$ cat src/rtl/ps2_kb_rx_if.sv
// CPU-side bus between the PS/2 keyboard receiver and the keyboard peripheral port.
// Optional macro PS2_ERR_CNT_EN adds the err_cnt_o error counter to the bundle.
// The slave modport is the receiver; the master modport is the CPU-side bus logic.
interface ps2_kb_rx_if #(
    parameter int FIFO_AW = 3
);
    logic               rd_i;
    logic               clr_i;
    logic [7:0]         data_o;
    logic               valid_o;
    logic [FIFO_AW:0]   count_o;
    logic               ovf_o;
    logic               perr_o;
`ifdef PS2_ERR_CNT_EN
    logic [7:0]         err_cnt_o;

    modport master (
        output rd_i, clr_i,
        input  data_o, valid_o, count_o, ovf_o, perr_o, err_cnt_o
    );

    modport slave (
        input  rd_i, clr_i,
        output data_o, valid_o, count_o, ovf_o, perr_o, err_cnt_o
    );
`else
    modport master (
        output rd_i, clr_i,
        input  data_o, valid_o, count_o, ovf_o, perr_o
    );

    modport slave (
        input  rd_i, clr_i,
        output data_o, valid_o, count_o, ovf_o, perr_o
    );
`endif
endinterface

$ cat src/rtl/ps2_kb_rx.sv
// PS/2 keyboard receive front end: pad synchronisers, glitch filters, 11-bit frame
// deframer and a show-ahead byte FIFO read by the CPU one byte per rd_i pulse.
// Optional macro PS2_ERR_CNT_EN adds a saturating error counter (err_cnt_o).
module ps2_kb_rx #(
    parameter int FILTER_LEN  = 8,
    parameter int TIMEOUT_CYC = 100000,
    parameter int FIFO_AW     = 3
) (
    input  logic            clk_i,
    input  logic            rst_n_i,
    input  logic            kb_clk_i,
    input  logic            kb_dat_i,
    ps2_kb_rx_if.slave      bus
);

    localparam int DEPTH = 2 ** FIFO_AW;
    localparam int FCW   = (FILTER_LEN > 2) ? $clog2(FILTER_LEN) : 1;
    localparam int TCW   = $clog2(TIMEOUT_CYC + 1);

    typedef enum logic [1:0] {
        IDLE,
        DATA,
        PARITY,
        STOP
    } state_t;

    logic [1:0]         rstSync_q;
    logic               rstN;
    logic [1:0]         clkSync_q;
    logic [1:0]         datSync_q;
    logic [FCW-1:0]     clkFiltCnt_q;
    logic [FCW-1:0]     datFiltCnt_q;
    logic               clkFilt_q;
    logic               datFilt_q;
    logic               clkFiltDly_q;
    logic               fall;
    logic               bitIn;

    state_t             state_q;
    logic [2:0]         bitCnt_q;
    logic [7:0]         shReg_q;
    logic               frameBad_q;
    logic [TCW-1:0]     idleCnt_q;
    logic               timeout;
    logic               stopGood;
    logic               push;
    logic               frameErr;
    logic               perrSet;

    logic [7:0]         mem [DEPTH];
    logic [FIFO_AW-1:0] wrPtr_q;
    logic [FIFO_AW-1:0] rdPtr_q;
    logic [FIFO_AW:0]   count_q;
    logic               full;
    logic               empty;
    logic               doPop;
    logic               doPush;
    logic               ovfSet;
    logic               ovf_q;
    logic               perr_q;

    // Reset asserts immediately but releases only after two clean clock edges.
    always_ff @(posedge clk_i or negedge rst_n_i) begin
        if (!rst_n_i) begin
            rstSync_q <= 2'b00;
        end else begin
            rstSync_q <= {rstSync_q[0], 1'b1};
        end
    end

    assign rstN = rstSync_q[1];

    // Two-flop synchronisers for the asynchronous pads, preset to the idle-high bus level.
    always_ff @(posedge clk_i or negedge rstN) begin
        if (!rstN) begin
            clkSync_q <= 2'b11;
            datSync_q <= 2'b11;
        end else begin
            clkSync_q <= {clkSync_q[0], kb_clk_i};
            datSync_q <= {datSync_q[0], kb_dat_i};
        end
    end

    // Clock filter: level flips only after FILTER_LEN consecutive samples disagree with it.
    always_ff @(posedge clk_i or negedge rstN) begin
        if (!rstN) begin
            clkFilt_q    <= 1'b1;
            clkFiltCnt_q <= '0;
        end else if (clkSync_q[1] == clkFilt_q) begin
            clkFiltCnt_q <= '0;
        end else if (clkFiltCnt_q == FCW'(FILTER_LEN - 1)) begin
            clkFilt_q    <= clkSync_q[1];
            clkFiltCnt_q <= '0;
        end else begin
            clkFiltCnt_q <= clkFiltCnt_q + 1'b1;
        end
    end

    // Data filter, identical to the clock filter so both see the same delay.
    always_ff @(posedge clk_i or negedge rstN) begin
        if (!rstN) begin
            datFilt_q    <= 1'b1;
            datFiltCnt_q <= '0;
        end else if (datSync_q[1] == datFilt_q) begin
            datFiltCnt_q <= '0;
        end else if (datFiltCnt_q == FCW'(FILTER_LEN - 1)) begin
            datFilt_q    <= datSync_q[1];
            datFiltCnt_q <= '0;
        end else begin
            datFiltCnt_q <= datFiltCnt_q + 1'b1;
        end
    end

    // Delayed copy of the filtered clock used to detect its falling edge.
    always_ff @(posedge clk_i or negedge rstN) begin
        if (!rstN) begin
            clkFiltDly_q <= 1'b1;
        end else begin
            clkFiltDly_q <= clkFilt_q;
        end
    end

    assign fall     = clkFiltDly_q & ~clkFilt_q;
    assign bitIn    = datFilt_q;
    assign timeout  = (state_q != IDLE) && (idleCnt_q == TCW'(TIMEOUT_CYC));
    assign stopGood = bitIn & ~frameBad_q;
    assign push     = fall && !timeout && (state_q == STOP) && stopGood;
    assign frameErr = fall && !timeout &&
                      (((state_q == IDLE) && bitIn) || ((state_q == STOP) && !stopGood));
    assign perrSet  = frameErr | timeout;

    // Frame deframer plus the mid-frame inactivity watchdog; a timeout overrides any bit.
    always_ff @(posedge clk_i or negedge rstN) begin
        if (!rstN) begin
            state_q    <= IDLE;
            bitCnt_q   <= '0;
            shReg_q    <= '0;
            frameBad_q <= 1'b0;
            idleCnt_q  <= '0;
        end else begin
            if (state_q == IDLE || fall) begin
                idleCnt_q <= '0;
            end else if (!timeout) begin
                idleCnt_q <= idleCnt_q + 1'b1;
            end

            if (timeout) begin
                state_q <= IDLE;
            end else if (fall) begin
                case (state_q)
                    IDLE: begin
                        if (!bitIn) begin
                            state_q    <= DATA;
                            bitCnt_q   <= '0;
                            frameBad_q <= 1'b0;
                        end
                    end
                    DATA: begin
                        shReg_q  <= {bitIn, shReg_q[7:1]};
                        bitCnt_q <= bitCnt_q + 1'b1;
                        if (bitCnt_q == 3'd7) begin
                            state_q <= PARITY;
                        end
                    end
                    PARITY: begin
                        if ((^{shReg_q, bitIn}) == 1'b0) begin
                            frameBad_q <= 1'b1;
                        end
                        state_q <= STOP;
                    end
                    default: begin
                        state_q <= IDLE;
                    end
                endcase
            end
        end
    end

    assign full   = (count_q == (FIFO_AW + 1)'(DEPTH));
    assign empty  = (count_q == '0);
    assign doPop  = bus.rd_i && !empty;
    assign doPush = push && (!full || doPop);
    assign ovfSet = push && full && !doPop;

    // FIFO storage; contents need no reset because occupancy gates the output.
    always_ff @(posedge clk_i) begin
        if (doPush) begin
            mem[wrPtr_q] <= shReg_q;
        end
    end

    // FIFO pointers and occupancy; pointers wrap naturally at the depth.
    always_ff @(posedge clk_i or negedge rstN) begin
        if (!rstN) begin
            wrPtr_q <= '0;
            rdPtr_q <= '0;
            count_q <= '0;
        end else begin
            if (doPush) begin
                wrPtr_q <= wrPtr_q + 1'b1;
            end
            if (doPop) begin
                rdPtr_q <= rdPtr_q + 1'b1;
            end
            case ({doPush, doPop})
                2'b10:   count_q <= count_q + 1'b1;
                2'b01:   count_q <= count_q - 1'b1;
                default: count_q <= count_q;
            endcase
        end
    end

    // Sticky error flags; a new error in the clearing cycle keeps the flag set.
    always_ff @(posedge clk_i or negedge rstN) begin
        if (!rstN) begin
            ovf_q  <= 1'b0;
            perr_q <= 1'b0;
        end else begin
            if (ovfSet) begin
                ovf_q <= 1'b1;
            end else if (bus.clr_i) begin
                ovf_q <= 1'b0;
            end
            if (perrSet) begin
                perr_q <= 1'b1;
            end else if (bus.clr_i) begin
                perr_q <= 1'b0;
            end
        end
    end

`ifdef PS2_ERR_CNT_EN
    logic [7:0] errCnt_q;
    logic       errInc;

    assign errInc = perrSet | ovfSet;

    // Saturating count of every error event; a clear with a new error leaves one counted.
    always_ff @(posedge clk_i or negedge rstN) begin
        if (!rstN) begin
            errCnt_q <= '0;
        end else if (bus.clr_i) begin
            errCnt_q <= errInc ? 8'd1 : 8'd0;
        end else if (errInc && errCnt_q != 8'hFF) begin
            errCnt_q <= errCnt_q + 1'b1;
        end
    end

    assign bus.err_cnt_o = errCnt_q;
`endif

    assign bus.data_o  = empty ? 8'h00 : mem[rdPtr_q];
    assign bus.valid_o = !empty;
    assign bus.count_o = count_q;
    assign bus.ovf_o   = ovf_q;
    assign bus.perr_o  = perr_q;

endmodule

$ cat src/flat_wrapper.sv
// flat-port wrapper written by rule: the top's interface ports become plain ports
module ps2_kb_rx_flat 
#(
    parameter int FILTER_LEN  = 8,
    parameter int TIMEOUT_CYC = 100000,
    parameter int FIFO_AW     = 3
)
  (clk_i, rst_n_i, kb_clk_i, kb_dat_i, bus_rd_i, bus_clr_i, bus_data_o, bus_valid_o, bus_count_o, bus_ovf_o, bus_perr_o);
  ps2_kb_rx_if #(.FIFO_AW(FIFO_AW)) bus_i ();
  input  logic clk_i;
  input  logic rst_n_i;
  input  logic kb_clk_i;
  input  logic kb_dat_i;
  input wire logic [$bits(bus_i.rd_i)-1:0] bus_rd_i;
  input wire logic [$bits(bus_i.clr_i)-1:0] bus_clr_i;
  output wire logic [$bits(bus_i.data_o)-1:0] bus_data_o;
  output wire logic [$bits(bus_i.valid_o)-1:0] bus_valid_o;
  output wire logic [$bits(bus_i.count_o)-1:0] bus_count_o;
  output wire logic [$bits(bus_i.ovf_o)-1:0] bus_ovf_o;
  output wire logic [$bits(bus_i.perr_o)-1:0] bus_perr_o;
  assign bus_i.rd_i = bus_rd_i;
  assign bus_i.clr_i = bus_clr_i;
  assign bus_data_o = bus_i.data_o;
  assign bus_valid_o = bus_i.valid_o;
  assign bus_count_o = bus_i.count_o;
  assign bus_ovf_o = bus_i.ovf_o;
  assign bus_perr_o = bus_i.perr_o;
  ps2_kb_rx #(.FILTER_LEN(FILTER_LEN), .TIMEOUT_CYC(TIMEOUT_CYC), .FIFO_AW(FIFO_AW)) u_core (.clk_i(clk_i), .rst_n_i(rst_n_i), .kb_clk_i(kb_clk_i), .kb_dat_i(kb_dat_i), .bus(bus_i));
endmodule
$ cat config.mk
export PLATFORM = sky130hd
export DESIGN_NAME = ps2_kb_rx_flat
export DESIGN_NICKNAME = d
export VERILOG_FILES = /design/src/rtl/ps2_kb_rx_if.sv /design/src/rtl/ps2_kb_rx.sv /design/src/flat_wrapper.sv
export SDC_FILE = /design/constraint.sdc
export NUM_CORES = 1
export LEC_CHECK = 0
export BUFFER_PORTS_ARGS = -buffer_cell sky130_fd_sc_hd__clkbuf_2
export CORE_MARGIN = 2
export CORE_UTILIZATION = 34
export CTS_BUF_LIST = sky130_fd_sc_hd__clkbuf_2
export DETAILED_ROUTE_END_ITERATION = 8
export PLACE_DENSITY = 0.51
export SKIP_CTS_REPAIR_TIMING = 1
export SLEW_MARGIN = 20
export SYNTH_ARGS = -nofsm -noshare
export SYNTH_HDL_FRONTEND = slang
export SYNTH_SLANG_ARGS = --single-unit
$ cat constraint.sdc
create_clock -name clk_i -period 2.25 [get_ports clk_i]
set_clock_uncertainty 0.15 [all_clocks]
set_input_delay 0.225 -clock clk_i [delete_from_list [all_inputs] [get_ports clk_i]]
set_output_delay 0.225 -clock clk_i [all_outputs]
set_load 0.01 [all_outputs]
==> results_dict.tcl <==
set metrics [dict create \
    maxCapViolations 0 \
    netlist_top_cells_area "edfxtp_1, dfrtp_1, mux4_2, ha_1, dfstp_2" \
    busiest_layer "met2" \
    ir_drop_mv 0.4251 \
    instances_no_fill 684 \
    r2r_end "u_core.bus.count_o[2]" \
    areaGrowthSynthToFinish_pct 25.31 \
    syn_area_um2 5314 \
    crit_type "reg2reg" \
    yosys-top-cells-count "edfxtp_1, dfrtp_1, nor2_1" \
    dp_slack_ns -0.5014 \
    failed_checks "negative setup slack" \
    grt_pass1_wl_um 16700 \
    r2r_slack_ns -0.46 \
    clk_path_buf_depth 2 \
    fillers 1401 \
    wire_per_inst_um 15.24 \
    synthMostInstantiatedCell "edfxtp_1" \
    core_um2 15260 \
    p_clk_share_pct 20.7 \
    power_switching_w 0.002032 \
    antenna_left 0 \
    clock-sinks 122 \
    relSlewSlack_pct 45.15 \
    drive_gt1_share_pct 38.35 \
    critPathArrivalTime_ns 3.20 \
    drcViolationCount 0 \
    crit_slowest_cell "or4b_1" \
    setup_slack_ns -0.4605 \
    crit_path_cell_trace "or4b_1 > or4_4 > o21ai_4 > nand2_2 > xnor2_1 > ha_2 > or3_1 > o22ai_2 > xor2_1" \
    p_int_w 0.003869 \
    ys_async_sr_fraction_pct 47.54 \
    dp_hpwl_um 6740 \
    num_rows 45 \
    yosysTopAreaCell "edfxtp_1" \
    top_level_ports 21 \
    yosysSeqAreaShare_pct 63.64 \
    swShare_pct 34.44 \
    viasPerCell 4.713 \
    min_period_ns 2.710 \
    first_global_vias 3267 \
    num-nets-final 480 \
    whs_ns 0.09267 \
    ys_seq_elements 122 \
    worstHoldPathType "reg2async" \
    avgSynthCellArea_um2 14.64 \
    cts_tree "built" \
    cp-start-kind "flop" \
    synthCells 363 \
    rsz0062_at_grt "yes" \
    synth_warnings 0 \
    status "complete, but fails checks" \
    finalHoldViolCount 0 \
    synth_fp_nets 384 \
    fp.dieArea_um2 16640 \
    antenna_found_initial 1 \
    htreeDepth 4 \
    grt_usage_pct 13.53 \
    dpl_cell_area_um2 6237 \
    die_y_um 129.0 \
    finalSetupViolations 93 \
    worstRegToRegCells 9 \
    cts_root_buf "clkbuf_2" \
    power_density_nw_per_um2 886.1 \
    grt_use_met3_pct 3.716 \
    fin_crit_sh_pct 120.5 \
    io_buffers 20 \
    drt_first_pass_iters 4 \
    p_leak_nw 2.628 \
    regArea_um2 3385 \
    seq_power_share_pct 46.7 \
    clk_pin_slew_ns 0.20 \
    path_max_fanout 2 \
    grt_overflow 0 \
    worstMarginPinSlew_ns 0.8167 \
    die_w_um 129.0 \
    power_frac_comb_pct 32.6 \
    initial_core_util_pct 34.83 \
    design_area_um2 6659 \
    cpPeakStageDelay_ns 0.51 \
    drtIter0Drc 159 \
    critPathCaptureType "flop" \
    required_ns 2.74 \
    multi_input_area_um2 2047 \
    globalRouteMet1Util_pct 16.68 \
    regToRegStartpoint "u_core.idleCnt_q[2]" \
    fmax_ghz 0.3689 \
    vias 3224 \
    grtUsageMet2_pct 22.44 \
    synth_cell_type_count 55 \
    yosysTopAreaCellShare_pct 36.17 \
    dp_cells 637 \
    clock_latency_ns 0.70 \
    numCtsBuffers 17 \
    synth-edff-count 64 \
    drt-total-wl_um 10430 \
    fin_util_pct 43.64 \
    slew_violations 0 \
    synth_ff_type "edfxtp_1" \
    grt_max_degree 36 \
    gp_congestion 0.7433 \
]
[layer usage]
layer / vias to the layer above / share of wire [%]
met5: - / 0
met4: 0 / 1.5
met3: 11 / 2.8
met2: 44 / 50
met1: 1619 / 45
li1: 1550 / -
[stage by stage]
stage | power [W] | TNS (ns)
2_1_floorplan | 0.003921 | -6.721
3_3_place_gp | 0.004569 | -23.41
3_5_place_dp | 0.004594 | -24.88
4_1_cts | 0.005834 | -29.31
5_1_grt | 0.006286 | -31.26
6_report | 0.005901 | -22.09
[area by class of cell]
class,instances,share of cell area (%)
Antenna cell,1,0.03758
Multi-Input combinational cell,218,30.74
Clock inverter,14,1.691
Tap cell,211,3.965
Sequential cell,122,50.83
Timing Repair Buffer,88,10.71
Inverter,12,0.6764
Clock buffer,18,1.353
[critical path, delay by kind of cell (launching register included)]
kind,cells,cell delay (ns)
simple gates,4,1.40
flops,1,0.41
xor+xnor,2,0.27
compound gates,2,0.26
fa+ha+maj,1,0.17
[cell families (layout without fill, tap and decap cells)]
kind of cell / after synthesis / after routing / synth area share, %
buf+inv: 23 / 132 / 1.931
fa+ha+maj: 15 / 15 / 3.532
xor+xnor: 28 / 28 / 4.615
compound gates: 29 / 29 / 4.074
other cells: 1 / 2 / 0.07057
flops: 122 / 122 / 63.64
simple gates: 103 / 103 / 10.10
mux: 42 / 42 / 12.03
[sequential cells by signal, indices dropped and copies added, names as in the netlist]
name,flops
u_core.clkFiltDly_q,1
u_core.state_q,2
u_core.bus.count_o,4
u_core.bus.perr_o,1
u_core.frameBad_q,1
u_core.rstSync_q,2
u_core.bitCnt_q,3
u_core.datFiltCnt_q,3
u_core.rdPtr_q,3
u_core.clkFiltCnt_q,3
u_core.clkFilt_q,1
u_core.clkSync_q,2
u_core.wrPtr_q,3
u_core.idleCnt_q,17
u_core.bitIn,1
u_core.shReg_q,8
u_core.bus.ovf_o,1
u_core.datSync_q,2
u_core.mem,64
[layout by cell type, fill, tap and decap left out, types with 3 or more instances in the layout]
master / count
a21oi_1: 5
and2_1: 3
buf_12: 4
buf_4: 51
buf_6: 4
clkbuf_2: 38
clkinv_4: 3
clkinvlp_4: 4
dfrtp_1: 49
dfstp_2: 7
dlygate4sd3_1: 8
edfxtp_1: 64
ha_1: 13
inv_1: 12
inv_6: 4
mux2_2: 3
mux2_4: 9
mux2i_1: 13
mux4_2: 16
nand2_1: 22
nand3_1: 5
nand4_1: 5
nor2_1: 23
nor2_4: 4
nor3_1: 4
nor3_4: 4
o21ai_0: 7
or3_1: 5
xnor2_1: 14
xor2_1: 13
[how the worst max path moves through the flow]
| stage | end | start | slack (ns) |
|---|---|---|---|
| 6_report | u_core.bus.count_o[2] | u_core.idleCnt_q[2] | -0.46 |
| 5_1_grt | u_core.bus.count_o[2] | u_core.idleCnt_q[2] | -0.59 |
| 4_1_cts | u_core.bus.count_o[2] | u_core.idleCnt_q[2] | -0.54 |
| 3_5_place_dp | u_core.bus.count_o[2] | u_core.idleCnt_q[2] | -0.50 |
| 3_3_place_gp | u_core.bus.count_o[2] | u_core.idleCnt_q[2] | -0.49 |
| 2_1_floorplan | u_core.bus.count_o[2] | u_core.idleCnt_q[2] | -0.57 |
[power groups by stage]
stage | combinational, W | sequential, W | clock, W
after CTS | 0.00181 | 0.00275 | 0.00128
after detailed placement | 0.00180 | 0.00280 | 0
final | 0.00192 | 0.00276 | 0.00122
after global placement | 0.00178 | 0.00279 | 0
after floorplan | 0.00115 | 0.00277 | 0
after global routing | 0.00213 | 0.00280 | 0.00136
Power figures use the tool's default switching activity.
